`src/rtl/temporizador_regressivo_bcd_pkg.sv`:
```
// ---------------------------------------------------------------------------
// temporizador_regressivo_bcd_pkg
// Shared types and constants for the two-digit BCD countdown timer:
//   estado_t : 2-bit FSM state encoding (IDLE, RUN, PAUSED, DONE)
//   bcd_t    : one 4-bit BCD digit
//   BCD_MAX  : largest legal BCD digit (9)
//   clamp_bcd: saturates a raw preset nibble to a legal digit
// ---------------------------------------------------------------------------
package temporizador_regressivo_bcd_pkg;

    typedef enum logic [1:0] {
        IDLE   = 2'd0,
        RUN    = 2'd1,
        PAUSED = 2'd2,
        DONE   = 2'd3
    } estado_t;

    typedef logic [3:0] bcd_t;

    localparam bcd_t BCD_MAX = 4'd9;

    // Non-BCD presets (A..F) are saturated to 9 instead of being rejected.
    function automatic bcd_t clamp_bcd(input logic [3:0] raw);
        return (raw > BCD_MAX) ? BCD_MAX : raw;
    endfunction

endpackage

```
`src/rtl/temporizador_regressivo_bcd_digito.sv`:
```
// ---------------------------------------------------------------------------
// digito_bcd_regressivo
// One BCD down-counting digit with synchronous load (clamped to 9).
// Ports:
//   i_clk, i_rst  : clock, synchronous active-high reset (value -> 0)
//   i_load        : capture clamp_bcd(i_preset) on the next edge
//   i_preset      : raw preset nibble
//   i_en          : decrement enable (borrow-in from the lower digit)
//   o_valor       : current digit (registered)
//   o_borrow      : borrow-out, high when enabled while at 0
//   o_zero        : digit is 0
// Parameter WRAP: 1 -> 0 wraps to 9 (units); 0 -> digit saturates at 0 (tens).
// ---------------------------------------------------------------------------
module digito_bcd_regressivo
    import temporizador_regressivo_bcd_pkg::*;
#(
    parameter bit WRAP = 1'b1
) (
    input  logic       i_clk,
    input  logic       i_rst,
    input  logic       i_load,
    input  logic [3:0] i_preset,
    input  logic       i_en,
    output logic [3:0] o_valor,
    output logic       o_borrow,
    output logic       o_zero
);

    bcd_t r_valor;

    always_ff @(posedge i_clk) begin
        if (i_rst) begin
            r_valor <= '0;
        end else if (i_load) begin
            r_valor <= clamp_bcd(i_preset);
        end else if (i_en) begin
            if (r_valor == '0) begin
                if (WRAP) r_valor <= BCD_MAX;
            end else begin
                r_valor <= r_valor - 4'd1;
            end
        end
    end

    assign o_valor  = r_valor;
    assign o_zero   = (r_valor == '0);
    assign o_borrow = i_en && (r_valor == '0);

endmodule

```
`src/rtl/temporizador_regressivo_bcd.sv`:
```
// ---------------------------------------------------------------------------
// temporizador_regressivo_bcd
// Two-digit BCD countdown timer driving a valve enable.
// Ports:
//   clock          : system clock, rising edge
//   reset          : synchronous active-high reset
//   tick           : one-cycle count-enable pulse (external time base)
//   load           : capture carga_dezenas/carga_unidades, force IDLE
//   start          : start from IDLE (value != 00) or resume from PAUSED
//   pause          : suspend countdown while in RUN
//   carga_dezenas  : tens preset (clamped to 9)
//   carga_unidades : units preset (clamped to 9)
//   dezenas        : current tens digit
//   unidades       : current units digit
//   ativo          : high exactly while in RUN
//   fim            : one-cycle pulse when the count reaches 00
// Per-cycle priority: reset > load > pause > start > tick.
// Optional feature: define TEMPORIZADOR_PRESCALER_EN to replace the tick
// port with an internal prescaler firing every PRESCALE_DIV clocks in RUN.
// ---------------------------------------------------------------------------
module temporizador_regressivo_bcd
    import temporizador_regressivo_bcd_pkg::*;
#(
    parameter int unsigned PRESCALE_DIV = 1000
) (
    input  logic       clock,
    input  logic       reset,
    input  logic       tick,
    input  logic       load,
    input  logic       start,
    input  logic       pause,
    input  logic [3:0] carga_dezenas,
    input  logic [3:0] carga_unidades,
    output logic [3:0] dezenas,
    output logic [3:0] unidades,
    output logic       ativo,
    output logic       fim
);

    estado_t r_estado;
    logic    r_ativo;
    logic    r_fim;

    logic       w_tick;
    logic       w_dec;
    logic       w_entra_run;
    logic       w_zero;
    logic       w_um;
    logic       w_borrow_uni;
    logic       w_borrow_dez;
    logic       w_zero_uni;
    logic       w_zero_dez;
    logic [3:0] w_uni;
    logic [3:0] w_dez;

`ifdef TEMPORIZADOR_PRESCALER_EN
    logic [15:0] r_presc_cnt;

    // Tick on the last count of each period; the counter only advances in
    // RUN so a pause freezes the partial period.
    assign w_tick = (r_estado == RUN) && (r_presc_cnt == 16'(PRESCALE_DIV - 1));

    always_ff @(posedge clock) begin
        if (reset || load || w_entra_run) begin
            r_presc_cnt <= '0;
        end else if (r_estado == RUN) begin
            if (r_presc_cnt == 16'(PRESCALE_DIV - 1)) r_presc_cnt <= '0;
            else                                      r_presc_cnt <= r_presc_cnt + 16'd1;
        end
    end
`else
    assign w_tick = tick;
`endif

    assign w_zero = w_zero_dez && w_zero_uni;
    assign w_um   = w_zero_dez && (w_uni == 4'd1);

    // Higher-priority controls in the same cycle swallow the tick.
    assign w_dec = !reset && !load && !pause && (r_estado == RUN) && w_tick;

    assign w_entra_run = !reset && !load && !pause && start &&
                         (((r_estado == IDLE) && !w_zero) || (r_estado == PAUSED));

    digito_bcd_regressivo #(.WRAP(1'b1)) u_unidades (
        .i_clk    (clock),
        .i_rst    (reset),
        .i_load   (load),
        .i_preset (carga_unidades),
        .i_en     (w_dec),
        .o_valor  (w_uni),
        .o_borrow (w_borrow_uni),
        .o_zero   (w_zero_uni)
    );

    // Tens only move on a units borrow and saturate at 0.
    digito_bcd_regressivo #(.WRAP(1'b0)) u_dezenas (
        .i_clk    (clock),
        .i_rst    (reset),
        .i_load   (load),
        .i_preset (carga_dezenas),
        .i_en     (w_borrow_uni),
        .o_valor  (w_dez),
        .o_borrow (w_borrow_dez),
        .o_zero   (w_zero_dez)
    );

    always_ff @(posedge clock) begin
        if (reset) begin
            r_estado <= IDLE;
            r_ativo  <= 1'b0;
            r_fim    <= 1'b0;
        end else begin
            r_fim <= 1'b0;
            if (load) begin
                r_estado <= IDLE;
                r_ativo  <= 1'b0;
            end else begin
                case (r_estado)
                    IDLE: begin
                        if (w_entra_run) begin
                            r_estado <= RUN;
                            r_ativo  <= 1'b1;
                        end
                    end
                    RUN: begin
                        if (pause) begin
                            r_estado <= PAUSED;
                            r_ativo  <= 1'b0;
                        end else if (w_dec && w_um) begin
                            r_estado <= DONE;
                            r_ativo  <= 1'b0;
                            r_fim    <= 1'b1;
                        end
                    end
                    PAUSED: begin
                        if (w_entra_run) begin
                            r_estado <= RUN;
                            r_ativo  <= 1'b1;
                        end
                    end
                    default: begin
                        r_estado <= DONE;
                        r_ativo  <= 1'b0;
                    end
                endcase
            end
        end
    end

    assign dezenas  = w_dez;
    assign unidades = w_uni;
    assign ativo    = r_ativo;
    assign fim      = r_fim;

endmodule

```
`config.mk`:
```
export PLATFORM = sky130hd
export DESIGN_NAME = temporizador_regressivo_bcd
export DESIGN_NICKNAME = d
export VERILOG_FILES = /design/src/rtl/temporizador_regressivo_bcd_pkg.sv /design/src/rtl/temporizador_regressivo_bcd_digito.sv /design/src/rtl/temporizador_regressivo_bcd.sv
export SDC_FILE = /design/constraint.sdc
export NUM_CORES = 1
export LEC_CHECK = 0
export BUFFER_PORTS_ARGS = -buffer_cell sky130_fd_sc_hd__buf_2
export CAP_MARGIN = 20
export CORE_MARGIN = 8
export CORE_UTILIZATION = 44
export CTS_CLUSTER_SIZE = 24
export DETAILED_ROUTE_END_ITERATION = 8
export PLACE_DENSITY_LB_ADDON = 0.2
export SYNTH_ARGS = -nofsm -noshare
export SYNTH_HDL_FRONTEND = slang
export SYNTH_SLANG_ARGS = --single-unit
```
`constraint.sdc`:
```
create_clock -name clock -period 1.6 [get_ports clock]
set_input_delay 0.08 -clock clock [delete_from_list [all_inputs] [get_ports clock]]
set_output_delay 0.08 -clock clock [all_outputs]
set_load 0.005 [all_outputs]
```
## Yosys cells after proc, flatten, opt, wreduce, memory -nomap -nowiden

Cells that the tools add are included.

| cells by class | value |
|---|---|
| add/sub/neg operators | 2 |
| magnitude comparators | 2 |
| eq/ne operators | 6 |
| muxes and demuxes | 17 |
| bitwise logic cells | 1 |
| reductions and logical operators | 26 |

Operator list:

| cell | number |
|---|---|
| 4-bit 2-to-1 mux | 8 |
| 1-bit logical AND | 11 |
| 4-bit > comparator, second input constant | 2 |
| 4-bit logical NOT | 2 |
| 4-bit by 1-bit subtractor with 4-bit output, second input constant | 2 |
| 2-bit 2-to-1 mux | 3 |
| 4-bit by 1-bit equality test with 1-bit output, second input constant | 1 |
| 1-bit logical NOT | 4 |
| 1-bit 2-to-1 mux | 4 |
| 2-bit one-hot mux with 2 select lines | 1 |
| 2-bit AND reduction | 2 |
| 2-bit nonzero test | 2 |
| 2-bit OR reduction | 2 |
| 4-bit OR reduction | 1 |
| 3-bit by 2-bit != test with 1-bit output, second input constant | 1 |
| 2-bit by 1-bit equality test with 1-bit output, second input constant | 1 |
| 2-bit equality test, second input constant | 1 |
| 2-bit logical NOT | 1 |
| 2-bit by 1-bit != test with 1-bit output, second input constant | 1 |
| 2-bit != test, second input constant | 1 |
| 1-bit one-hot mux with 2 select lines | 1 |
| 1-bit logical OR | 1 |
| 1-bit NOT | 1 |

| storage, ports and cells | value |
|---|---|
| register bits | 12 |
| input bits | 14 |
| output and inout port bits | 10 |
| word-level logic and storage cells | 59 |

## Logic depth before layout (Yosys ltp)

Gate-level depths: netlist (run 1).

| depth | value |
|---|---|
| word-level depth | 9 |
| depth in mapped cells | 6 |
| mapped depth without buffers | 6 |

## By module

A second synthesis (run 1) with hierarchy kept.

| unflattened totals | value |
|---|---|
| cells, all modules | 80 |
| area total of the unflattened synthesis | 715.7 sq um |

Modules (own cells, without submodules):

| module | instances | cells each | area an instance (sq um) | seq. area each (sq um) |
|---|---|---|---|---|
| digito_bcd_regressivo (u_dezenas) | 1 | 30 | 259.0 | 80.1 |
| digito_bcd_regressivo (u_unidades) | 1 | 26 | 230.2 | 80.1 |
| temporizador_regressivo_bcd | 1 | 24 | 226.5 | 80.1 |

## Worst setup path before layout (run 1)

No wires, ideal clock.

| path | value |
|---|---|
| path type | flip-flop to flip-flop |
| start | register u_dezenas.r_valor[0], in the netlist u_dezenas.o_valor[0] |
| end | register u_dezenas.r_valor[0], in the netlist u_dezenas.o_valor[0] |
| setup time | 120 ps |
| data arrival time | 1524 ps |
| required time | 1480 ps |
| setup slack | -44 ps |
| cell stages (with the launch flop) | 7 |
| path buffers | 0 |
| period minus slack after synthesis | 1644 ps |
| cells stage by stage | dfxtp_1 inv_1 ha_1 nor3b_1 nor3_1 a21oi_1 o31a_1 |

| on the way | value |
|---|---|
| longest elaborated chain between the ends | 4 |
| elaborated cells between the ends (all ways) | 7 |
| classes of those cells | add/sub: 1; eq/ne: 1; mux: 3; reduce/logical: 2 |

RTL lines:

| element | RTL line | text |
|---|---|---|
| start: declaration | temporizador_regressivo_bcd_digito.sv:29 | `bcd_t r_valor;` |
| start signal: assignment | temporizador_regressivo_bcd_digito.sv:35 | `r_valor <= clamp_bcd(i_preset);` |
| start signal: assignment | temporizador_regressivo_bcd_digito.sv:40 | `r_valor <= r_valor - 4'd1;` |
| 4-bit by 1-bit subtractor with 4-bit output | temporizador_regressivo_bcd_digito.sv:40 |  |
| 4-bit 2-to-1 mux | temporizador_regressivo_bcd_digito.sv:37 | `if (r_valor == '0) begin` |
| 4-bit 2-to-1 mux | temporizador_regressivo_bcd_digito.sv:36 | `end else if (i_en) begin` |
| 4-bit 2-to-1 mux | temporizador_regressivo_bcd_digito.sv:34 | `end else if (i_load) begin` |

Parallel ways exist; a longest one is shown, timed or not. The select of a mux whose other input is x is not followed.
A chain may end at the register's enable or synchronous reset.

## Worst setup path after layout (run 1)

| path | value |
|---|---|
| start | register u_unidades.r_valor[1], in the netlist u_unidades.o_valor[1] |
| end | register u_unidades.r_valor[1], in the netlist u_unidades.o_valor[1] |

| on the way | value |
|---|---|
| longest elaborated chain between the ends | 4 |
| elaborated cells between the ends (all ways) | 5 |
| classes of those cells | add/sub: 1; mux: 3; reduce/logical: 1 |

RTL lines:

| element | RTL line |
|---|---|
| start: declaration | temporizador_regressivo_bcd_digito.sv:29 |
| start signal: assignment | temporizador_regressivo_bcd_digito.sv:35 |
| start signal: assignment | temporizador_regressivo_bcd_digito.sv:40 |
| 4-bit by 1-bit subtractor with 4-bit output / 4-bit logical NOT (equally long branches) | temporizador_regressivo_bcd_digito.sv:40, temporizador_regressivo_bcd_digito.sv:37 |
| 4-bit 2-to-1 mux * | temporizador_regressivo_bcd_digito.sv:37 |
| 4-bit 2-to-1 mux * | temporizador_regressivo_bcd_digito.sv:36 |
| 4-bit 2-to-1 mux * | temporizador_regressivo_bcd_digito.sv:34 |

Every way passes the cells marked *; elsewhere a longest branch is shown, timed or not. The select of a mux whose other input is x is not followed.

==> results of run 1 <==
[metrics by stage]
stage / area (um^2) / power [mW] / worst slack, ns / cells / TNS, ns
global placement: 985 / 0.489 / 0.0556 / 141 / 0
detailed placement: 985 / 0.493 / -0.0250 / 141 / -0.0454
global route: 1070 / 0.783 / 0.00747 / 145 / 0
CTS: 1030 / 0.746 / -0.00288 / 146 / -0.00288
floorplan: 777 / 0.417 / 0.0389 / 92 / 0
finish: 1070 / 0.749 / 0.0391 / 145 / 0
[worst paths after layout]
check | from | endpoint | slack [ns] | cells after the start
setup reg to reg | u_unidades.o_valor[1] | u_unidades.o_valor[1] | 0.04 | 4
hold / removal | carga_unidades[0] | u_unidades.o_valor[0] | 0.05 | 3
hold reg to reg | ativo | ativo | 0.46 | 2
setup / recovery | u_unidades.o_valor[1] | u_unidades.o_valor[1] | 0.04 | 4
[routing by layer]
layer	track usage (%)	vias up	routed length, um
met5	0	-	0
met4	3.50	0	13
met3	4.86	2	122
met2	23.6	13	1100
met1	13.3	388	901
li1	-	421	-
[critical path: cells and delay by family, from the launching register on]
kind,cells,cell delay (ns)
simple gates,2,0.76
compound gates,2,0.36
flops,1,0.34
[cell families (layout without fill, tap and decap cells)]
group	count (synthesis)	in the layout	synth area share, %
buffers and inverters	13	49	7.29
multiplexers	2	2	2.59
flip-flops	12	12	31.1
AO/OA/AOI/OAI	22	22	18.6
AND/OR/NAND/NOR	41	41	37.1
adder cells (fa/ha/maj)	2	2	3.24
[repair_timing]
item,CTS,global route
setup buffers,1,1
pin swaps,1,4
setup endpoints to repair,4,8
gates resized for setup,1,13
[final cells by class]
| type | count | area share, % |
|---|---|---|
| Multi-Input combinational cell | 67 | 49.1 |
| Tap cell | 17 | 1.99 |
| Timing Repair Buffer | 35 | 19.2 |
| Clock buffer | 4 | 3.39 |
| Inverter | 10 | 3.50 |
| Sequential cell | 12 | 22.9 |
[layout by cell type (no fill, tap or decap), types with 2 or more instances in the layout]
cell and count:
nand3_1 3, inv_2 3, dfxtp_2 4, mux2i_1 2, nand4_1 3, nor4b_1 3
o21ai_1 3, buf_4 12, dfxtp_1 8, clkbuf_4 3, or4b_4 2, and4_1 2
o21ai_0 3, buf_2 23, nand2_1 5, nor3b_1 2, nor2_1 3, a31o_1 3
nand3b_1 4, nor3_1 4, a21oi_1 4, a31oi_1 2, inv_1 7, a311oi_1 2
[flip-flops by register name, summed over array words and instances (netlist names)]
register            count
r_estado                2
u_dezenas.o_valor       4
fim                     1
ativo                   1
u_unidades.o_valor      4
[power by group]
| group | switching [mW] | leakage (nW) | internal [mW] |
|---|---|---|---|
| clock network | 0.109 | 0.0210 | 0.138 |
| registers | 0.0190 | 0.100 | 0.314 |
| logic | 0.0828 | 0.364 | 0.0855 |
| total | 0.211 | 0.485 | 0.538 |
==> results.ini, run 1 <==
[timing]
finClkSkew_ns=0.00156
period_minus_slack_ns=1.56
final-max-slew-violation-count=0
report.final.setup_viol=0
timing_hold_violations_final=0
timing_worst_slew_pin_value_ns=0.444
grt_setup_unrepaired=no
max_freq_mhz=641
fin_crit_sh_pct=97.6
slew-limit-headroom_pct=70.0
hold_slack_ns=0.0540

[synth]
yosys.area.top_type=dfxtp_1
syn-num-nets=108
post_synth_top_area_share_pct=31.1
synth_commonest_cells=dfxtp_1, inv_1, a21oi_1, nand2_1, nor3_1
synth_cells=92
postSynth.asyncResetShare_pct=0
ys_seq_elements=12
synth_ff_type=dfxtp_1
synth_seq_area_share_pct=31.1
ys.warnings.count=0
synth_most_common_cell=dfxtp_1
synth-edff-count=0
post_synth_num_cell_types=33
syn-cell-area_um2=772
post_synth_main_area_contributors=dfxtp_1, nor4b_1, inv_1
avgSynthCellArea_um2=8.39

[critical_path]
crit_fanout=7
slowest_cell_delay_on_critical_path_ns=0.58
end_kind=flop
crit_path_start_kind=flop
critical_path.slowest_cell=or4b_4
worstSetupPathType=flop to flop
crit_path_dat_ns=1.74
crit_required_ns=1.78
path_cells=or4b_4 > nor2_8 > o21ai_1 > a221oi_1

[global_routing]
initial_antenna_violation_count=0
grt_max_degree=13
groute.usage.overall_pct=12.9
grt_first_pass_wirelength_mm=3.44
grt_overflow=0
vias_in_the_first_global_route=824

[job]
max-cap-violations=0

[finish]
antenna_cells=0
layout-area-overhead-vs-synth_pct=38.7
postLayoutCoreUtil_pct=63.4
filler_cell_count=150
final_nets=145
multi_input_gate_area_um2=526
post_route_cells_drive_above_1_share_pct=43.0
area.sequential_um2=245

[detailed_routing]
detail_route.vias_per_cell=5.68
wirelength_mm=2.14
drt.antenna.violating_nets=0
detail_route.drc_violations=0
detailedRoute.firstPassIterationCount=4
dr_total_vias=824
routed_wire_length_per_instance_um=14.7
first_iter_violations=9

[die]
core_region_area_um2=1690
die-area_um2=3350
chipHeight_um=57.9
ios=24
floorplan.initialDensity_pct=45.7
chipWidth_um=57.9
floorplan.rows=15

[cts]
cts_inserted_buffers=3
ctsLongestPathBuffers=2
cts_htree_levels=1
tritoncts=built
clkSlewWorstSetupHoldPaths_ns=0.08
cts.sink_count=12
holdBufCountCts=0
clk-insertion-delay-late_ns=0.28
clock-root-buffer=clkbuf_4

[power_and_ir_drop]
p_leak_nw=0.485
power.ir.vdd_worst_mv=0.501
power_density_nw_per_um2=699

[min_path]
hold_path_class=input port to flop

[run_status]
run_status=finished clean

[place]
place.port_buffers=23
gp_routability_congestion=0.778
detailedPlacementHpwl_mm=1.65

No activity file was read; power rests on OpenSTA's default activity.
==> run 2: changes to the inputs <==
- ABC_CLOCK_PERIOD_IN_PS: default -> 1600
- BUFFER_PORTS_ARGS: -buffer_cell sky130_fd_sc_hd__buf_2 -> default
- CORE_UTILIZATION: 44 -> 55
- CTS_BUF_LIST: default -> sky130_fd_sc_hd__clkbuf_2 sky130_fd_sc_hd__clkbuf_4 sky130_fd_sc_hd__clkbuf_8
- DONT_BUFFER_PORTS: default -> 1
==> results.ini, run 2 (same netlist as run 1, synthesis figures left out) <==
[detailed_routing]
first_iter_violations=45
routed_wire_length_per_instance_um=18.6
detailedRoute.firstPassIterationCount=4
dr_total_vias=860
drt.antenna.violating_nets=0
detail_route.vias_per_cell=6.47
detail_route.drc_violations=0
wirelength_mm=2.47

[cts]
clkSlewWorstSetupHoldPaths_ns=0.08
tritoncts=built
clock-root-buffer=clkbuf_4
cts_htree_levels=1
ctsLongestPathBuffers=2
cts_inserted_buffers=3
cts.sink_count=12
clk-insertion-delay-late_ns=0.28

[global_routing]
grt_first_pass_wirelength_mm=3.87
vias_in_the_first_global_route=887
grt_max_degree=14
groute.usage.overall_pct=18.1
grt_overflow=0
initial_antenna_violation_count=0

[finish]
area.sequential_um2=243
layout-area-overhead-vs-synth_pct=36.8
post_route_cells_drive_above_1_share_pct=28.8
filler_cell_count=96
finish.instance_area_um2=1060
final_nets=135
antenna_cells=0
multi_input_gate_area_um2=513
layout_commonest_cell=buf_4
commonest_non_fill_non_tap_cells_in_the_layout=buf_4, dfxtp_1, dlygate4sd3_1

[run_status]
run_status=finished clean

[timing]
timing_hold_violations_final=0
report.final.setup_viol=0
period_minus_slack_ns=1.54
timing_worst_slew_pin_value_ns=0.448
final-max-slew-violation-count=0
max_freq_mhz=651
slew-limit-headroom_pct=70.1
setup_slack_ns=0.0646
hold_slack_ns=0.0130
finClkSkew_ns=0.00272
setup_tns_ns=0
fin_crit_sh_pct=96.0

[power_and_ir_drop]
power.ir.vdd_worst_mv=0.478
power_density_nw_per_um2=698
p_leak_nw=0.440
post-layout-total-power_uw=737

[min_path]
hold_path_class=input port to flop

[die]
chipHeight_um=53.5
floorplan.rows=13
chipWidth_um=53.5
die-area_um2=2860
core_region_area_um2=1300
ios=24
floorplan.initialDensity_pct=59.3

[critical_path]
crit_path_dat_ns=1.71
slowest_cell_delay_on_critical_path_ns=0.32
end_kind=flop
worstSetupPathType=flop to flop
path_cells=inv_2 > ha_2 > nor3b_4 > nor3_4 > a311oi_1 > and4bb_1
crit_path_start_kind=flop
critical_path.slowest_cell=dfxtp_1
crit_fanout=4
crit_required_ns=1.77

[place]
placedInstanceArea_um2=890
detailedPlacementHpwl_mm=1.55
place.port_buffers=0
post-place-ws_ns=0.00944
gp_routability_congestion=0.860

[job]
max-cap-violations=0

run 2: cell count changes in the layout (fill, tap and decap cells not counted):
cell,before,now
nor3b_1,2,3
a21oi_2,1,0
a221oi_1,1,0
ha_4,1,0
buf_4,12,17
a221oi_2,0,1
dfxtp_1,8,10
nor3b_2,1,0
ha_2,0,1
dfxtp_2,4,2
dlygate4sd3_1,0,8
a21oi_1,4,5
buf_2,23,0
run 2: through the flow:
step	std cells	utilization, %
after floorplan	92	-
after detailed placement	119	68.4
after CTS	132	78.8
after global routing	133	81.2
final	133	81.2
after global placement	119	68.4
run 2: worst max-delay path, delay by kind of cell, from the launching register on:
kind	cells	cell delay, ns
AOI/OAI and AO/OA	1	0.29
DFF	1	0.32
and+or+nand+nor	3	0.59
adders and majority gates	1	0.17
buffers and inverters	1	0.06
run 2: what timing repair did:
| item | 4_1_cts | 5_1_grt |
|---|---|---|
| pin swaps | 1 | 3 |
| resized for setup | 3 | 7 |
| setup endpoints to repair | 4 | 7 |
| buffers inserted | 2 | 1 |
| hold endpoints to repair | 6 | 0 |
| hold buffers | 8 | 0 |
run 2: metal layers:
metal  vias to the layer above  part of all wire, %  GRT usage [%]
li1                        396                    -              -
met1                       411                   40           19.3
met2                        47                   48           29.9
met4                         0                  2.0           7.98
met3                         6                   11           8.12
met5                         -                    0              0
run 2: final cells by class:
cell class | count | area share [%]
clock buffer | 4 | 3.44
inverter | 10 | 3.55
multi-input combinational | 67 | 48.6
sequential | 12 | 23.0
tap | 15 | 1.78
timing repair buffer | 25 | 19.7
run 2: path summary, 6_finish.rpt:
path / start / endpoint / slack, ns / depth (start not counted)
hold reg to reg: ativo / ativo / 0.49 / 2
setup / recovery: u_dezenas.o_valor[1] / u_dezenas.o_valor[2] / 0.06 / 6
setup reg to reg: u_dezenas.o_valor[1] / u_dezenas.o_valor[2] / 0.06 / 6
hold / removal: reset / u_dezenas.o_valor[3] / 0.01 / 2
run 2: power breakdown:
group	total, mW	internal (mW)	leakage, nW	switching, mW
clock	0.246	0.138	0.0210	0.107
sequential	0.333	0.313	0.0992	0.0199
combinational	0.159	0.0847	0.320	0.0739
==> run 3: changes to the inputs <==
- CORE_UTILIZATION: 55 -> 45
==> results.ini, run 3 (same netlist as run 1, synthesis figures left out) <==
[place]
gp_routability_congestion=0.777
detailedPlacementHpwl_mm=1.55
placedInstanceArea_um2=885
place.port_buffers=0

[finish]
antenna_cells=0
finish.instance_area_um2=1040
layout-area-overhead-vs-synth_pct=34.2
layout_commonest_cell=buf_4
post_route_cells_drive_above_1_share_pct=26.1
final_nets=132
commonest_non_fill_non_tap_cells_in_the_layout=buf_4, inv_1, dfxtp_1, dlygate4sd3_1

[detailed_routing]
dr_total_vias=791
detail_route.drc_violations=0
routed_wire_length_per_instance_um=16.6
first_iter_violations=23
wirelength_mm=2.19
drt.antenna.violating_nets=0
detail_route.vias_per_cell=5.99
detailedRoute.firstPassIterationCount=4

[cts]
tritoncts=built
cts_htree_levels=1
clk-insertion-delay-late_ns=0.28
clkSlewWorstSetupHoldPaths_ns=0.09
cts_inserted_buffers=3
ctsLongestPathBuffers=2
clock-root-buffer=clkbuf_4
cts.sink_count=12

[global_routing]
grt_max_degree=14
groute.usage.overall_pct=13.7
initial_antenna_violation_count=0
vias_in_the_first_global_route=780
grt_overflow=0
grt_first_pass_wirelength_mm=3.60

[timing]
report.final.setup_viol=0
max_freq_mhz=647
hold_slack_ns=0.0237
slew-limit-headroom_pct=67.6
period_minus_slack_ns=1.55
timing_hold_violations_final=0
fin_crit_sh_pct=96.6
finClkSkew_ns=0.00652
timing_worst_slew_pin_value_ns=0.480
grt_setup_unrepaired=yes
final-max-slew-violation-count=0

[critical_path]
worstSetupPathType=flop to flop
end_kind=flop
crit_path_start_kind=flop
crit_fanout=7
crit_path_dat_ns=1.71
crit_required_ns=1.77

[die]
floorplan.initialDensity_pct=46.2
chipHeight_um=57.4
floorplan.rows=15
die-area_um2=3300
core_region_area_um2=1670
ios=24
chipWidth_um=57.4

[min_path]
hold_path_class=input port to flop

[power_and_ir_drop]
power_density_nw_per_um2=703
power.ir.vdd_worst_mv=0.425
p_leak_nw=0.426

[run_status]
run_status=finished clean

[job]
max-cap-violations=0

==> run 3: layout make-up <==
class | instances | area [um^2]
inverter | 10 | 37.5
multi-input combinational | 67 | 510
fill | 148 | 634
clock buffer | 4 | 36.3
timing repair buffer | 22 | 185
sequential | 12 | 245
tap | 17 | 21.3
==> run 3: report_power, final <==
group | internal (mW) | leakage [nW] | total [mW] | switching (mW)
sequential | 0.314 | 0.100 | 0.335 | 0.0219
combinational | 0.0789 | 0.305 | 0.143 | 0.0645
clock | 0.138 | 0.0210 | 0.250 | 0.111
total | 0.531 | 0.426 | 0.728 | 0.198
==> run 3: timing repair <==
item / in CTS / in global routing
pin swaps: 0 / 1
gates resized for setup: 1 / 8
hold buffers: 7 / 1
endpoints found under the hold margin: 7 / 1
setup buffers: 0 / 1
setup endpoints to repair: 1 / 7
==> run 3: critical path: stages (launching register included) <==
cell and delay [ns]:
dfxtp_1 0.36, or4b_4 0.57, nor2_8 0.15, a21oi_1 0.08, o31a_1 0.27
==> run 3: final timing paths <==
| path | end | slack [ns] | start | cells after the start |
|---|---|---|---|---|
| worst min-delay path | u_dezenas.o_valor[0] | 0.02 | load | 2 |
| worst max register to register | u_dezenas.o_valor[0] | 0.05 | u_unidades.o_valor[0] | 4 |
| worst max-delay path | u_dezenas.o_valor[0] | 0.05 | u_unidades.o_valor[0] | 4 |
| worst min register to register | ativo | 0.48 | ativo | 2 |
==> run 3: metrics by stage <==
| stage | total power, mW | setup TNS [ns] | util (%) | setup slack (ns) | std cells |
|---|---|---|---|---|---|
| global route | 0.764 | -0.0109 | 62.0 | -0.0109 | 132 |
| finish | 0.728 | 0 | 62.0 | 0.0541 | 132 |
| CTS | 0.728 | 0 | 59.7 | 0.0105 | 131 |
| global placement | 0.452 | 0 | 53.0 | 0.0434 | 120 |
| detailed placement | 0.454 | 0 | 53.0 | 0.0112 | 120 |
| floorplan | 0.417 | 0 | - | 0.0389 | 92 |
==> run 3: routing by layer <==
metal	track usage [%]	wire length, um	vias to the layer above
met5	0	0	-
met4	5.36	15	0
met3	3.36	109	2
met2	23.6	1080	19
met1	15.8	978	375
li1	-	-	395
